$ cat src/rtl/fpu_pkg.sv
// ---------------------------------------------------------------------------
// fpu_pkg
// Shared definitions for the FP32 datapath blocks (adder, divider normaliser).
//   fp32_t   : packed single-precision word {sign, exp[7:0], frac[22:0]}
//   EXP_MAX  : all-ones biased exponent (infinity / NaN)
//   FRAC_W   : stored fraction width
//   MANT_W   : mantissa width including the hidden one
//   packFp() : builds an fp32_t from its three fields
// ---------------------------------------------------------------------------
package fpu_pkg;

    localparam int          FRAC_W  = 23;
    localparam int          MANT_W  = 24;
    localparam logic [7:0]  EXP_MAX = 8'hFF;

    typedef struct packed {
        logic              sign;
        logic [7:0]        exp;
        logic [FRAC_W-1:0] frac;
    } fp32_t;

    // Small helper so callers never get the field order wrong
    function automatic fp32_t packFp(input logic s, input logic [7:0] e,
                                     input logic [FRAC_W-1:0] f);
        fp32_t v;
        v.sign = s;
        v.exp  = e;
        v.frac = f;
        return v;
    endfunction

endpackage

$ cat src/rtl/lzc24.sv
// ---------------------------------------------------------------------------
// lzc24
// Combinational 24-bit leading-zero counter. Shared with the divider
// normaliser, so it stays free of any adder-specific behaviour.
//   in[23:0]   : value to scan, bit 23 is the most significant
//   count[4:0] : number of leading zeros (24 when the input is all zero)
//   all_zero   : high when every input bit is zero
// ---------------------------------------------------------------------------
module lzc24 (
    input  logic [23:0] in,
    output logic [4:0]  count,
    output logic        all_zero
);

    // Scan from LSB upward so the highest set bit is the last one to write
    // the count; the default covers the all-zero case.
    always_comb begin
        count = 5'd24;
        for (int i = 0; i < 24; i++) begin
            if (in[i]) begin
                count = 5'(23 - i);
            end
        end
    end

    assign all_zero = (in == 24'd0);

endmodule

$ cat src/rtl/fp32_add_normalize.sv
// ---------------------------------------------------------------------------
// fp32_add_normalize
// Post-alignment stage of the FP32 adder: adds or subtracts the aligned
// fractions, renormalises with a leading-zero count and left shift, and
// emits a packed FP32 result plus status flags over valid/ready.
//
// Ports
//   clk_i, rst_i             : clock, asynchronous active-high reset
//   in_valid / in_ready      : upstream handshake
//   sign_big, exp_big        : sign and biased exponent of the larger operand
//   big_fract, small_fract   : {.., 1, frac} and the aligned small fraction
//   eff_sub                  : 1 = big - small, 0 = big + small
//   out_valid / out_ready    : downstream handshake
//   result                   : packed FP32 {sign, exp, frac}
//   flag_zero/ovf/unf        : exact zero, overflow to inf, underflow to zero
//
// Configuration macro
//   FPU_ADD_PIPE2_EN : when defined, the add result is registered before the
//                      normaliser (2-cycle latency); otherwise add and
//                      normalise share one combinational path (1 cycle).
// ---------------------------------------------------------------------------
module fp32_add_normalize
    import fpu_pkg::*;
(
    input  logic        clk_i,
    input  logic        rst_i,
    input  logic        in_valid,
    output logic        in_ready,
    input  logic        sign_big,
    input  logic [7:0]  exp_big,
    input  logic [31:0] big_fract,
    input  logic [31:0] small_fract,
    input  logic        eff_sub,
    output logic        out_valid,
    input  logic        out_ready,
    output logic [31:0] result,
    output logic        flag_zero,
    output logic        flag_ovf,
    output logic        flag_unf
);

    // Front end
    logic [24:0]       w_sum;
    logic              w_bypass;
    logic [24:0]       w_stageSum;
    logic              w_unusedHighBits;

    // Normaliser inputs (registered or direct depending on build)
    logic [24:0]       w_nSum;
    logic              w_nSign;
    logic [7:0]        w_nExp;
    logic              w_nBypass;
    logic              w_upValid;

    // Normaliser internals and outputs
    logic [4:0]        w_lzCount;
    logic              w_lzAllZero;
    logic [7:0]        w_lzExt;
    logic [7:0]        w_expInc;
    logic [FRAC_W-1:0] w_shiftFrac;
    fp32_t             w_nResult;
    logic              w_nZero;
    logic              w_nOvf;
    logic              w_nUnf;

    // Output stage
    logic              w_outStageReady;
    logic              r_outValid;
    fp32_t             r_result;
    logic              r_flagZero;
    logic              r_flagOvf;
    logic              r_flagUnf;

    assign w_unusedHighBits = ^{big_fract[31:25], small_fract[31:25]};

    // Upstream guarantees |big| >= |small|, so the subtraction never wraps.
    // On bypass the sum is meaningless, so the big fraction rides in its
    // place; this lets the optional pipeline register carry only one field.
    always_comb begin
        w_sum      = eff_sub ? (big_fract[24:0] - small_fract[24:0])
                             : (big_fract[24:0] + small_fract[24:0]);
        w_bypass   = (exp_big == 8'h00) || (exp_big == EXP_MAX);
        w_stageSum = w_bypass ? {2'b00, big_fract[FRAC_W-1:0]} : w_sum;
    end

    assign w_outStageReady = !r_outValid || out_ready;

`ifdef FPU_ADD_PIPE2_EN
    logic        r_s1Valid;
    logic [24:0] r_s1Sum;
    logic        r_s1Sign;
    logic [7:0]  r_s1Exp;
    logic        r_s1Bypass;
    logic        w_s1Ready;

    assign w_s1Ready = !r_s1Valid || w_outStageReady;
    assign in_ready  = w_s1Ready;

    // Stage 1 holds the raw add result; data only moves on a transfer
    always_ff @(posedge clk_i or posedge rst_i) begin
        if (rst_i) begin
            r_s1Valid  <= 1'b0;
            r_s1Sum    <= '0;
            r_s1Sign   <= 1'b0;
            r_s1Exp    <= '0;
            r_s1Bypass <= 1'b0;
        end else begin
            if (w_s1Ready) begin
                r_s1Valid <= in_valid;
            end
            if (in_valid && w_s1Ready) begin
                r_s1Sum    <= w_stageSum;
                r_s1Sign   <= sign_big;
                r_s1Exp    <= exp_big;
                r_s1Bypass <= w_bypass;
            end
        end
    end

    assign w_nSum    = r_s1Sum;
    assign w_nSign   = r_s1Sign;
    assign w_nExp    = r_s1Exp;
    assign w_nBypass = r_s1Bypass;
    assign w_upValid = r_s1Valid;
`else
    assign in_ready  = w_outStageReady;
    assign w_nSum    = w_stageSum;
    assign w_nSign   = sign_big;
    assign w_nExp    = exp_big;
    assign w_nBypass = w_bypass;
    assign w_upValid = in_valid;
`endif

    lzc24 u_lzc (
        .in       (w_nSum[23:0]),
        .count    (w_lzCount),
        .all_zero (w_lzAllZero)
    );

    assign w_lzExt     = {3'b000, w_lzCount};
    assign w_expInc    = 8'(w_nExp + 8'd1);
    assign w_shiftFrac = 23'(w_nSum[23:0] << w_lzCount);

    // Result selection; checks are ordered so exactly one flag can fire.
    // Rounding is plain truncation in both the carry and the shift paths.
    always_comb begin
        w_nResult = packFp(1'b0, 8'h00, '0);
        w_nZero   = 1'b0;
        w_nOvf    = 1'b0;
        w_nUnf    = 1'b0;
        if (w_nBypass) begin
            w_nResult = packFp(w_nSign, w_nExp, w_nSum[FRAC_W-1:0]);
        end else if (!w_nSum[24] && w_lzAllZero) begin
            w_nZero = 1'b1;
        end else if (w_nSum[24]) begin
            if (w_expInc == EXP_MAX) begin
                w_nResult = packFp(w_nSign, EXP_MAX, '0);
                w_nOvf    = 1'b1;
            end else begin
                w_nResult = packFp(w_nSign, w_expInc, w_nSum[23:1]);
            end
        end else if (w_nExp <= w_lzExt) begin
            w_nResult = packFp(w_nSign, 8'h00, '0);
            w_nUnf    = 1'b1;
        end else begin
            w_nResult = packFp(w_nSign, 8'(w_nExp - w_lzExt), w_shiftFrac);
        end
    end

    // Output register: holds steady while the consumer stalls
    always_ff @(posedge clk_i or posedge rst_i) begin
        if (rst_i) begin
            r_outValid <= 1'b0;
            r_result   <= '0;
            r_flagZero <= 1'b0;
            r_flagOvf  <= 1'b0;
            r_flagUnf  <= 1'b0;
        end else begin
            if (w_outStageReady) begin
                r_outValid <= w_upValid;
            end
            if (w_upValid && w_outStageReady) begin
                r_result   <= w_nResult;
                r_flagZero <= w_nZero;
                r_flagOvf  <= w_nOvf;
                r_flagUnf  <= w_nUnf;
            end
        end
    end

    assign out_valid = r_outValid;
    assign result    = r_result;
    assign flag_zero = r_flagZero;
    assign flag_ovf  = r_flagOvf;
    assign flag_unf  = r_flagUnf;

endmodule

$ cat config.mk
export PLATFORM = sky130hd
export DESIGN_NAME = fp32_add_normalize
export DESIGN_NICKNAME = d
export VERILOG_FILES = /design/src/rtl/fpu_pkg.sv /design/src/rtl/lzc24.sv /design/src/rtl/fp32_add_normalize.sv
export SDC_FILE = /design/constraint.sdc
export NUM_CORES = 1
export LEC_CHECK = 0
export ABC_AREA = 1
export ABC_CLOCK_PERIOD_IN_PS = 1700
export CAP_MARGIN = 10
export CORE_UTILIZATION = 38
export CTS_CLUSTER_DIAMETER = 50
export DETAILED_ROUTE_END_ITERATION = 8
export PLACE_DENSITY = 0.62
export SLEW_MARGIN = 15
export SYNTH_ARGS = -nofsm -noshare
export SYNTH_HDL_FRONTEND = slang
export SYNTH_SLANG_ARGS = --single-unit
$ cat constraint.sdc
create_clock -name clk_i -period 1.7 [get_ports clk_i]
set_clock_uncertainty 0.15 [all_clocks]
set_input_delay 0.425 -clock clk_i [delete_from_list [all_inputs] [get_ports clk_i]]
set_output_delay 0.425 -clock clk_i [all_outputs]
set_load 0.02 [all_outputs]
==> results.py <==
metrics = {
    "synth": {
        "synth_nets": 1119,
        "ys.flop_type": "dfrtp_1",
        "syn_avg_cell_area_um2": 5.86,
        "yosysWarnings": 0,
        "synth_area_leaders": "nand2_1, dfrtp_1, nand3_1",
        "ys_seq_area_frac": 0.153,
        "netlist_area_um2": 5890,
        "ys_seq_elements": 36,
        "synth_cell_type_count": 52,
        "ys_top_cells_by_count": "nand2_1, nand3_1, inv_1",
        "synthArstFlopShare": 1.00,
        "yosysMostFrequentCell": "nand2_1",
        "synth_cells": 1006,
        "synth_edf_count": 0,
        "yosysTopAreaCellShare": 0.178,
        "yosys.area.top_type": "nand2_1",
    },
    "placed_design": {
        "dp_hpwl_mm": 18.0,
        "dpl-instance-area_um2": 9150,
        "port-buffer-count": 100,
        "gp_congestion": 0.938,
    },
    "critical_path": {
        "critPathArrivalTime_ns": 5.37,
        "max_stage_delay_ns": 0.38,
        "rr_worst_depth": 8,
        "critPathMostFrequentCell": "nand2_2",
        "crit_type": "in -> reg",
        "r2r_end": "result[15]",
        "crit_start": "small_fract[0]",
        "r2r_start": "out_valid",
        "crit_slowest_cell": "fa_2",
        "critPathCaptureType": "flip-flop",
        "regToRegSetupSlack_ns": 0.14,
        "cp_max_fo": 6,
        "required_ns": 1.76,
        "startpoint_type": "primary input",
        "endpoint": "result[13]",
    },
    "floorplanning": {
        "dieArea_um2": 16000,
        "fp.dieH_um": 127,
        "core_um2": 15100,
        "num_rows": 45,
        "io_pins": 115,
        "initial_core_util": 0.389,
        "die_w_um": 127,
    },
    "timing": {
        "setup_violations": 35,
        "tightest_slew_ns": 0.335,
        "max_slew_margin": 0.775,
        "finalHoldViolCount": 0,
        "postLayoutSetupSlackWorst_ns": -3.61,
        "rsz0062_at_grt": "true",
        "whs_ns": 0.327,
        "final.min_clock_period_ns": 5.31,
        "fmax_mhz": 188,
        "finalCritPeriodShare": 3.12,
        "slew_viol_final": 0,
    },
    "clock_tree": {
        "cts_buffer_depth": 2,
        "tritoncts": "yes",
        "hold_buffers": 0,
        "clock-root-buffer": "clkbuf_16",
        "cts.sinks": 36,
        "clkTransAtPathRegs_ns": 0.06,
        "cts_made_buffers": 5,
        "clkLatencyLatePin_ns": 0.28,
        "h-tree-depth": 2,
    },
    "routing": {
        "wl_mm": 22.8,
        "dr.pass1.iters": 7,
        "drtAntennaViolNets": 0,
        "routed.top_layer": "met4",
        "via_per_inst": 5.13,
        "num_vias": 7912,
        "dr_wl_met2_mm": 10.4,
        "wl_met1_mm": 10.7,
        "drt_iter0_drc": 552,
        "drcViolationCount": 0,
        "wl_met3_mm": 1.14,
        "wire_per_inst_um": 14.8,
    },
    "finish": {
        "syn_to_final_growth_pct": 70.8,
        "fillCellCount": 1362,
        "multi_input_area_um2": 5130,
        "drive_above_1_share": 0.383,
        "antenna_cells": 0,
        "stdcell_area_um2": 10100,
        "final_nets": 1466,
        "seqCellArea_um2": 901,
    },
    "grt": {
        "grt_max_degree": 37,
        "antenna_found_initial": 0,
        "grt_first_pass_wirelength_mm": 36.4,
        "grt_use_total": 0.281,
        "grt-ovfl-total": 0,
        "grt_pass1_vias": 7374,
    },
    "run_status": {
        "violations": "setup timing",
        "status": "finished with violations",
    },
    "power_and_ir_drop": {
        "p_per_area_nw_per_um2": 944,
        "ir_drop_v": 0.000426,
        "power_leakage_nw": 5.14,
    },
    "min_path": {
        "min_path_type": "in -> async",
    },
    "job": {
        "cap_violations": 0,
    },
}
==> routing by layer <==
metal  vias up  track usage
met3        34       0.0160
met4         0       0.0723
met2       264        0.464
li1       4008            -
met5         -            0
met1      3606        0.398
==> placed cells by master, fill, tap and decap left out, drive strengths merged, types with 2 or more instances in the layout <==
cell type / count
o21a: 2
xnor2: 15
and2: 3
o31ai: 3
nand2: 302
nand4: 4
nor4: 5
nand3b: 9
a21boi: 5
clkbuf: 11
o211ai: 8
buf: 283
ha: 33
o22ai: 6
nor3: 11
clkdlybuf4s50: 49
a31oi: 8
dlygate4sd2: 37
a21oi: 90
dfrtp: 36
o21ai: 43
fa: 2
nand3: 137
a211oi: 3
inv: 109
or2: 13
nor2: 93
dlymetal6s2s: 7
xor2: 19
==> power by group <==
part           switching, mW  internal [mW]
Combinational           4.07           3.16
Clock                  0.363          0.584
Sequential             0.193           1.14
Total                   4.62           4.87
==> layout make-up <==
class / instances / area share
Sequential cell: 36 / 0.0895
Multi-Input combinational cell: 820 / 0.509
Timing Repair Buffer: 380 / 0.319
Tap cell: 188 / 0.0234
Inverter: 110 / 0.0435
Clock buffer: 7 / 0.0142
Clock inverter: 1 / 0.000746
==> timing repair <==
action                                  4_1_cts  5_1_grt
gates resized for setup                     114      102
setup buffers                                19       15
hold endpoints to repair                      0        0
endpoints found under the setup margin       72       36
pin swaps                                    56       67
==> kinds of logic (layout without fill, tap and decap cells) <==
group	count (synthesis)	in the layout	synth area share
AO/OA/AOI/OAI	172	172	0.169
XOR/XNOR	34	34	0.0505
adder cells (fa/ha/maj)	35	35	0.0769
buffers and inverters	150	498	0.108
flip-flops	36	36	0.153
AND/OR/NAND/NOR	579	579	0.444
==> flip-flops by register name, summed over array words and instances (netlist names) <==
register,cells
result,32
out_valid,1
flag_zero,1
flag_ovf,1
flag_unf,1
==> through the flow <==
stage	total power, mW	setup slack, ns	std cells	util	setup TNS (ns)
2_1_floorplan	5.12	-3.35	1006	-	-107.72
3_3_place_gp	7.99	-4.26	1501	0.604	-143.02
3_5_place_dp	8.01	-4.43	1501	0.604	-148.25
4_1_cts	9.04	-3.60	1528	0.635	-119.93
5_1_grt	10.2	-3.94	1542	0.665	-131.04
6_report	9.50	-3.61	1542	0.665	-119.88
==> how the worst min path moves through the flow <==
stage	startpoint	to	slack [ns]	cells past startpoint
3_3_place_gp	result[0]	result[0]	0.32	2
5_1_grt	flag_unf	flag_unf	0.36	2
2_1_floorplan	sign_big	result[31]	0.41	2
4_1_cts	result[31]	result[31]	0.33	2
6_report	rst_i	result[31]	0.33	3
3_5_place_dp	result[31]	result[31]	0.32	2
==> worst max-delay path: cells and delay by family <==
family                   cells  cell delay (ns)
AO/OA/AOI/OAI                7             0.90
XOR/XNOR                     1             0.11
adder cells (fa/ha/maj)      3             0.79
buffers and inverters        8             0.77
AND/OR/NAND/NOR             24             2.36
Power figures use the tool's default switching activity.
